===== config.mk =====
export PLATFORM = sky130hd
export DESIGN_NAME = mem_access_unit
export DESIGN_NICKNAME = d
export VERILOG_FILES = /design/src/rtl/mem_access_unit.sv
export SDC_FILE = /design/constraint.sdc
export NUM_CORES = 1
export LEC_CHECK = 0
export BUFFER_PORTS_ARGS = -buffer_cell sky130_fd_sc_hd__buf_2
export CORE_MARGIN = 4
export CORE_UTILIZATION = 40
export DETAILED_ROUTE_END_ITERATION = 10
export PLACE_DENSITY = 0.77
export SLEW_MARGIN = 20
export SYNTH_ARGS = -nofsm -noshare
export SYNTH_HDL_FRONTEND = slang
export SYNTH_SLANG_ARGS = --single-unit

===== constraint.sdc =====
create_clock -name clk -period 2.42 [get_ports clk]
set_clock_uncertainty 0.2 [all_clocks]
set_input_delay 0.121 -clock clk [delete_from_list [all_inputs] [get_ports clk]]
set_output_delay 0.121 -clock clk [all_outputs]
set_load 0.01 [all_outputs]

===== src/rtl/mem_access_unit.sv =====
// MEM-stage load/store front end: word-wide datamem access,
// byte/half extract on load, read-modify-write on SB/SH.
module mem_access_unit #(
    parameter bit BIG_ENDIAN = 1'b1
) (
    input  logic        clk,
    input  logic        rst_n,
    input  logic        req_valid,
    input  logic [2:0]  req_op,
    input  logic [31:0] req_addr,
    input  logic [31:0] req_wdata,
    output logic        dm_memwrite,
    output logic        dm_memread,
    output logic [31:0] dm_addr,
    output logic [31:0] dm_wdata,
    input  logic [31:0] dm_rdata,
    output logic [31:0] load_data,
    output logic        stall,
    output logic        misalign,
    output logic [31:0] bad_addr,
    input  logic        misalign_clr
);

    localparam logic [2:0] OP_LB  = 3'd0;
    localparam logic [2:0] OP_LBU = 3'd1;
    localparam logic [2:0] OP_LH  = 3'd2;
    localparam logic [2:0] OP_LHU = 3'd3;
    localparam logic [2:0] OP_LW  = 3'd4;
    localparam logic [2:0] OP_SB  = 3'd5;
    localparam logic [2:0] OP_SH  = 3'd6;
    localparam logic [2:0] OP_SW  = 3'd7;

    typedef enum logic {
        IDLE   = 1'b0,
        RMW_WR = 1'b1
    } state_t;

    state_t      state;
    logic [31:0] merge_q;
    logic [31:0] addr_q;

    logic [31:0] word_addr;
    logic [4:0]  bsh;
    logic [4:0]  hsh;
    logic [31:0] rsh_b;
    logic [31:0] rsh_h;
    logic [7:0]  rbyte;
    logic [15:0] rhalf;
    logic [31:0] merged;
    logic        is_ld;
    logic        is_half;
    logic        is_word;
    logic        is_rmw;
    logic        bad;
    logic        go;

    assign word_addr = {req_addr[31:2], 2'b00};

    // Bit offset of the addressed byte/half within the word
    assign bsh = BIG_ENDIAN ? {~req_addr[1:0], 3'b000}
                            : { req_addr[1:0], 3'b000};
    assign hsh = BIG_ENDIAN ? {~req_addr[1], 4'b0000}
                            : { req_addr[1], 4'b0000};

    assign rsh_b = dm_rdata >> bsh;
    assign rsh_h = dm_rdata >> hsh;
    assign rbyte = rsh_b[7:0];
    assign rhalf = rsh_h[15:0];

    assign is_ld   = (req_op <= OP_LW);
    assign is_half = (req_op == OP_LH) || (req_op == OP_LHU)
                  || (req_op == OP_SH);
    assign is_word = (req_op == OP_LW) || (req_op == OP_SW);
    assign is_rmw  = (req_op == OP_SB) || (req_op == OP_SH);

    assign bad = req_valid && (state == IDLE)
              && ((is_half && req_addr[0])
               || (is_word && (req_addr[1:0] != 2'b00)));
    assign go  = req_valid && (state == IDLE) && !bad;

    always_comb begin
        merged = dm_rdata;
        if (req_op == OP_SH)
            merged = (dm_rdata & ~(32'h0000_FFFF << hsh))
                   | ({16'h0000, req_wdata[15:0]} << hsh);
        else
            merged = (dm_rdata & ~(32'h0000_00FF << bsh))
                   | ({24'h000000, req_wdata[7:0]} << bsh);
    end

    // Outputs are gated by rst_n so a reset mid-RMW aborts the write at once
    always_comb begin
        dm_memwrite = 1'b0;
        dm_memread  = 1'b0;
        dm_addr     = 32'h0;
        dm_wdata    = 32'h0;
        load_data   = 32'h0;
        stall       = 1'b0;
        if (rst_n) begin
            if (state == RMW_WR) begin
                dm_memwrite = 1'b1;
                dm_addr     = addr_q;
                dm_wdata    = merge_q;
            end else if (go) begin
                dm_addr = word_addr;
                unique case (1'b1)
                    is_ld: begin
                        dm_memread = 1'b1;
                        case (req_op)
                            OP_LB:   load_data = {{24{rbyte[7]}}, rbyte};
                            OP_LBU:  load_data = {24'h0, rbyte};
                            OP_LH:   load_data = {{16{rhalf[15]}}, rhalf};
                            OP_LHU:  load_data = {16'h0, rhalf};
                            default: load_data = dm_rdata;
                        endcase
                    end
                    is_rmw: begin
                        dm_memread = 1'b1;
                        stall      = 1'b1;
                    end
                    default: begin
                        dm_memwrite = 1'b1;
                        dm_wdata    = req_wdata;
                    end
                endcase
            end
        end
    end

    always_ff @(posedge clk or negedge rst_n) begin
        if (!rst_n) begin
            state    <= IDLE;
            merge_q  <= 32'h0;
            addr_q   <= 32'h0;
            misalign <= 1'b0;
            bad_addr <= 32'h0;
        end else begin
            unique case (state)
                IDLE: begin
                    if (go && is_rmw) begin
                        merge_q <= merged;
                        addr_q  <= word_addr;
                        state   <= RMW_WR;
                    end
                end
                RMW_WR: state <= IDLE;
            endcase
            if (misalign_clr) begin
                misalign <= 1'b0;
            end else if (bad) begin
                misalign <= 1'b1;
                if (!misalign)
                    bad_addr <= req_addr;
            end
        end
    end

endmodule


# Word level (Yosys, flattened, before mapping)
# Index checks and enable logic that the tools add are counted.
[totals] wordCells=77 reg_bits=96 out_inout_bits=132
[op_classes] shifts=6 n_mux=29 n_reduce_logical=18 bitwise_logic=11 eq_ne=7 magnitude_cmp=1
[op_table] cell="$mux W32" count=12
[op_table] cell="$pmux W32 S4" count=1
[op_table] cell="$and A32 B32 Y32" count=2
[op_table] cell="$not A32 Y32" count=2
[op_table] cell="$or A32 B32 Y32" count=2
[op_table] cell="$shl A16 B5 Y32" count=1
[op_table] cell="$shl A16 B5 Y32 const A" count=1
[op_table] cell="$shl A8 B5 Y32" count=1
[op_table] cell="$shl A8 B5 Y32 const A" count=1
[op_table] cell="$shr A32 B5 Y16" count=1
[op_table] cell="$shr A32 B5 Y8" count=1
[op_table] cell="$mux W1" count=15
[op_table] cell="$eq A3 B3 Y1 const B" count=4
[op_table] cell="$eq A3 B2 Y1 const B" count=2
[op_table] cell="$logic_and A1 B1 Y1" count=6
[op_table] cell="$logic_or A1 B1 Y1" count=5
[op_table] cell="$not A1 Y1" count=4
[op_table] cell="$reduce_bool A2 Y1" count=2
[op_table] cell="$eq A3 B1 Y1 const B" count=1
[op_table] cell="$le A3 B3 Y1 const B" count=1
[op_table] cell="$logic_not A3 Y1" count=1
[op_table] cell="$reduce_and A3 Y1" count=1
[op_table] cell="$not A2 Y2" count=1
[op_table] cell="$pmux W1 S2" count=1
[op_table] cell="other kinds (3)" count=3

# Longest topological paths before layout
[depth] depth_word=11 mapped_depth=7 mapped_depth_nobuf=5

# Worst setup path after synthesis
# OpenSTA, ideal clock, no wires.
[synth_timing] kind="in2reg" start="input req_addr[1]" end="register bad_addr[0]" t_arrival_ps=1734 required_time_ps=2095 cell_stages=7 setup_time_ps=125 slack_ps=361 path_cell_list="buf_2 > nor2_1 > a221o_1 > or4b_1 > buf_2 > buf_6 > mux2_4"
[synth_via] elab_chain_cells=5
[synth_rtl] element="start, declared" line_no="10" rtl="input logic [31:0] req_addr,"
[synth_rtl] element="$reduce_bool A2 Y1" line_no="78" rtl="|| (is_word && (req_addr[1:0] != 2'b00)));"
[synth_rtl] element="$logic_and A1 B1 Y1" line_no="78"
[synth_rtl] element="$logic_or A1 B1 Y1" line_no="78"
[synth_rtl] element="$logic_and A1 B1 Y1" line_no="77" rtl="&& ((is_half && req_addr[0])"
[synth_rtl] element="$reduce_and A3 Y1 (no source line)"
[synth_rtl] element="end signal, assigned" line_no="153" rtl="bad_addr <= req_addr;"
[synth_rtl] element="end, declared" line_no="20" rtl="output logic [31:0] bad_addr,"
# No other way between the ends.
# A chain may end at the register's enable or synchronous reset.

# Worst setup path after layout
[layout_timing] start="register state" end="output dm_addr[28]"
[layout_via] elab_chain_cells=8
[layout_rtl] element="start, declared" line_no="38" rtl="state_t state;"
[layout_rtl] element="start signal, assigned" line_no="132" rtl="state <= IDLE;"
[layout_rtl] element="start signal, assigned" line_no="143" rtl="state <= RMW_WR;"
[layout_rtl] element="start signal, assigned" line_no="146" rtl="RMW_WR: state <= IDLE;"
[layout_rtl] element="$not A1 Y1 (no source line)"
[layout_rtl] element="$logic_and A1 B1 Y1" line_no="76, 79"
[layout_rtl] element="$logic_and A1 B1 Y1" line_no="77"
[layout_rtl] element="$logic_not A1 Y1" line_no="79" rtl="assign go = req_valid && (state == IDLE) && !bad;"
[layout_rtl] element="$logic_and A1 B1 Y1" line_no="79"
[layout_rtl] element="$mux W32" line_no="104" rtl="end else if (go) begin"
[layout_rtl] element="$mux W32 *" line_no="100" rtl="if (state == RMW_WR) begin"
[layout_rtl] element="$mux W32 *" line_no="99" rtl="if (rst_n) begin"
[layout_rtl] element="end, declared" line_no="14" rtl="output logic [31:0] dm_addr,"
# Mark *: on every way between the ends. The rest lies on a longest branch, timed or not.

==> results.yml <==
status:
  status: "completed"
pwr:
  p_switching_mw: 1.55
  switching_share: 0.313
  worst_ir_drop_vdd_mv: 0.289
  powerDensity_nw_per_um2: 628
  p_seq_frac: 0.446
  power_frac_comb: 0.276
  leakage_nw: 4.23
  p_int_mw: 3.42
  clock_power_share: 0.278
logic_synthesis:
  synth_area_um2: 5450
  synth-seq-area-share: 0.441
  syn_avg_cell_area_um2: 9.48
  synthArstFlopShare: 1.00
  yosysWarnings: 0
  synth_cells: 575
  ys_ff_latch: 96
  synth_edf_count: 0
  synthFlopType: "dfrtp_1"
  ys_types: 40
critical_path:
  crit_chain: "nor2b_1, buf_4, and2_1, and2_1, buf_6, a22o_1, buf_2"
  crit_type: "reg2out"
  cp.required_ns: 2.10
  worst_path_max_delay_cell: "dfrtp_1"
  critical-path-max-stage-delay_ns: 0.39
  worst_ep_arrival_time_ns: 1.96
  cp-start-kind: "register"
  endpoint_kind: "output port"
  critical_path.max_fanout: 31
  cp_common_cell: "and2_1"
drt:
  ant_nets: 0
  viasPerCell: 5.26
  vias: 5558
  drt-wirelength-per-cell_um: 17.4
  wirelength_um: 18400
  drc: 0
  first_pass_iters: 6
  drt_iter0_markers: 487
cts:
  clockRootBuffer: "clkbuf_16"
  clockBufferDepth: 2
  clkLatencyLatePin_ns: 0.34
  h-tree-depth: 3
  clkTransAtPathRegs_ns: 0.07
  cts_tree: "built"
  cts_buffers: 9
  cts_num_sinks: 96
  cts_setup_buffers: 0
global_route:
  grt_usage: 0.232
  grt_max_degree: 63
  grt_pass1_wl_um: 29400
  antenna_found_initial: 1
  grt_pass1_vias: 5551
  grt-ovfl-total: 0
final_layout:
  nets: 976
  mostFrequentLayoutCells: "buf_2, nand2_1, dfrtp_1"
  stdcell_area_um2: 7920
  area_delta_synth_final_pct: 45.3
  drive_gt1_frac: 0.363
  layout_commonest_cell: "buf_2"
timing:
  fmax_mhz: 439
  rsz0062_at_grt: "false"
  min_period_ns: 2.28
  drv_slew: 0
  finalHoldViolCount: 0
  relSlewSlack: 0.490
  worstMarginPinSlew_ns: 0.765
  fin_setup_tns_ns: 0
  post-route-period-util: 0.941
  setup_viol: 0
floorplanning:
  coreArea_um2: 13300
  die_h_um: 125
  fp-row-count: 42
  num_io_pins: 235
  initial_core_util: 0.410
  die_w_um: 125
  die_area_um2: 15600
place:
  post-dp-hpwl_um: 12900
  port_buffers: 232
  place_area_um2: 6850
  place.gp.congestion: 0.942
flow_run:
  drv_cap: 0
worst_hold_path:
  worstHoldPathType: "in2reg"
==> flip-flops by register name (all words and copies together), names as in the netlist <==
name / count
bad_addr: 32
misalign: 1
addr_q: 30
merge_q: 32
state: 1
==> cells in the mapped netlist, drive strengths merged, types with 2 or more instances <==
| library cell | instances | area share |
|---|---|---|
| a21oi | 46 | 0.042 |
| a221o | 2 | 0.0037 |
| a222oi | 6 | 0.011 |
| a22o | 65 | 0.10 |
| a22oi | 8 | 0.011 |
| and2 | 4 | 0.0046 |
| and3 | 2 | 0.0023 |
| buf | 18 | 0.019 |
| clkbuf | 31 | 0.021 |
| dfrtp | 96 | 0.44 |
| inv | 14 | 0.0096 |
| mux2 | 40 | 0.10 |
| mux2i | 25 | 0.046 |
| nand2 | 132 | 0.091 |
| nand2b | 2 | 0.0023 |
| nand3b | 2 | 0.0028 |
| nor2 | 35 | 0.024 |
| nor2b | 6 | 0.0069 |
| nor3 | 3 | 0.0028 |
| nor3b | 2 | 0.0028 |
| o21ai | 8 | 0.0073 |
| o221ai | 8 | 0.013 |
| o22ai | 9 | 0.010 |
==> power by group through the flow <==
stage          Sequential [mW]  Clock (mW)  Combinational [mW]
3_3_place_gp              2.23           0                1.24
4_1_cts                   2.22        1.42                1.37
6_report                  2.22        1.38                1.37
3_5_place_dp              2.24           0                1.27
5_1_grt                   2.26        1.48                1.50
2_1_floorplan             2.25           0               0.675
==> metal layers <==
layer	track usage	routed length, um
met5	0	0
met4	0.101	640
met3	0.0480	1410
met2	0.382	8650
met1	0.295	7670
==> logic make-up after synthesis <==
group	Yosys count	synth area share
mux	66	0.153
buf+inv	64	0.0505
compound gates	158	0.213
flops	96	0.441
other cells	1	0.000688
simple gates	190	0.142
==> critical path, delay by kind of cell, from the launching register on <==
family / cells / cell delay (ns)
simple gates: 3 / 0.46
buf+inv: 3 / 0.53
flops: 1 / 0.39
compound gates: 1 / 0.21
==> path summary, 6_finish.rpt <==
kind,from,end,slack [ns],cells after the start
worst max-delay path,state$_DFF_PN0_,dm_addr[28],0.14,7
worst min-delay path,dm_rdata[23],merge_q[23]$_DFFE_PN0P_,0.05,3
worst max register to register,state$_DFF_PN0_,bad_addr[6]$_DFFE_PN0P_,0.35,4
worst min register to register,addr_q[5]$_DFFE_PN0P_,addr_q[5]$_DFFE_PN0P_,0.28,2
max in group asynchronous,rst_n,bad_addr[13]$_DFFE_PN0P_,0.69,4
min in group asynchronous,rst_n,addr_q[29]$_DFFE_PN0P_,0.18,3
==> stage by stage <==
stage | utilization | hold slack (ns) | power (mW) | worst slack, ns | instances
global route | 0.596 | 0.0999 | 5.24 | 0.0119 | 1055
CTS | 0.595 | 0.0291 | 5.01 | 0.0583 | 1054
detailed placement | 0.515 | 0.0222 | 3.51 | 0.0874 | 960
global placement | 0.515 | 0.0176 | 3.46 | 0.0962 | 960
finish | 0.596 | 0.0464 | 4.97 | 0.142 | 1056
floorplan | - | -0.375 | 2.93 | 0.361 | 576
==> layout make-up <==
class / count / area, um2
well taps: 176 / 220
multi-input cells: 416 / 2780
diodes: 2 / 5.00
repair buffers: 335 / 2170
clock buffers: 9 / 225
inverters: 15 / 56.3
flip-flops and latches: 96 / 2400
clock inverters: 7 / 60.1
fillers: 1104 / 5370
==> timing repair <==
| action | CTS | global route |
|---|---|---|
| gates resized for setup | 0 | 1 |
| endpoints found under the setup margin | 0 | 31 |
| hold endpoints to repair | 130 | 0 |
| hold buffers | 78 | 0 |
No activity file was read; power rests on OpenSTA's default activity.
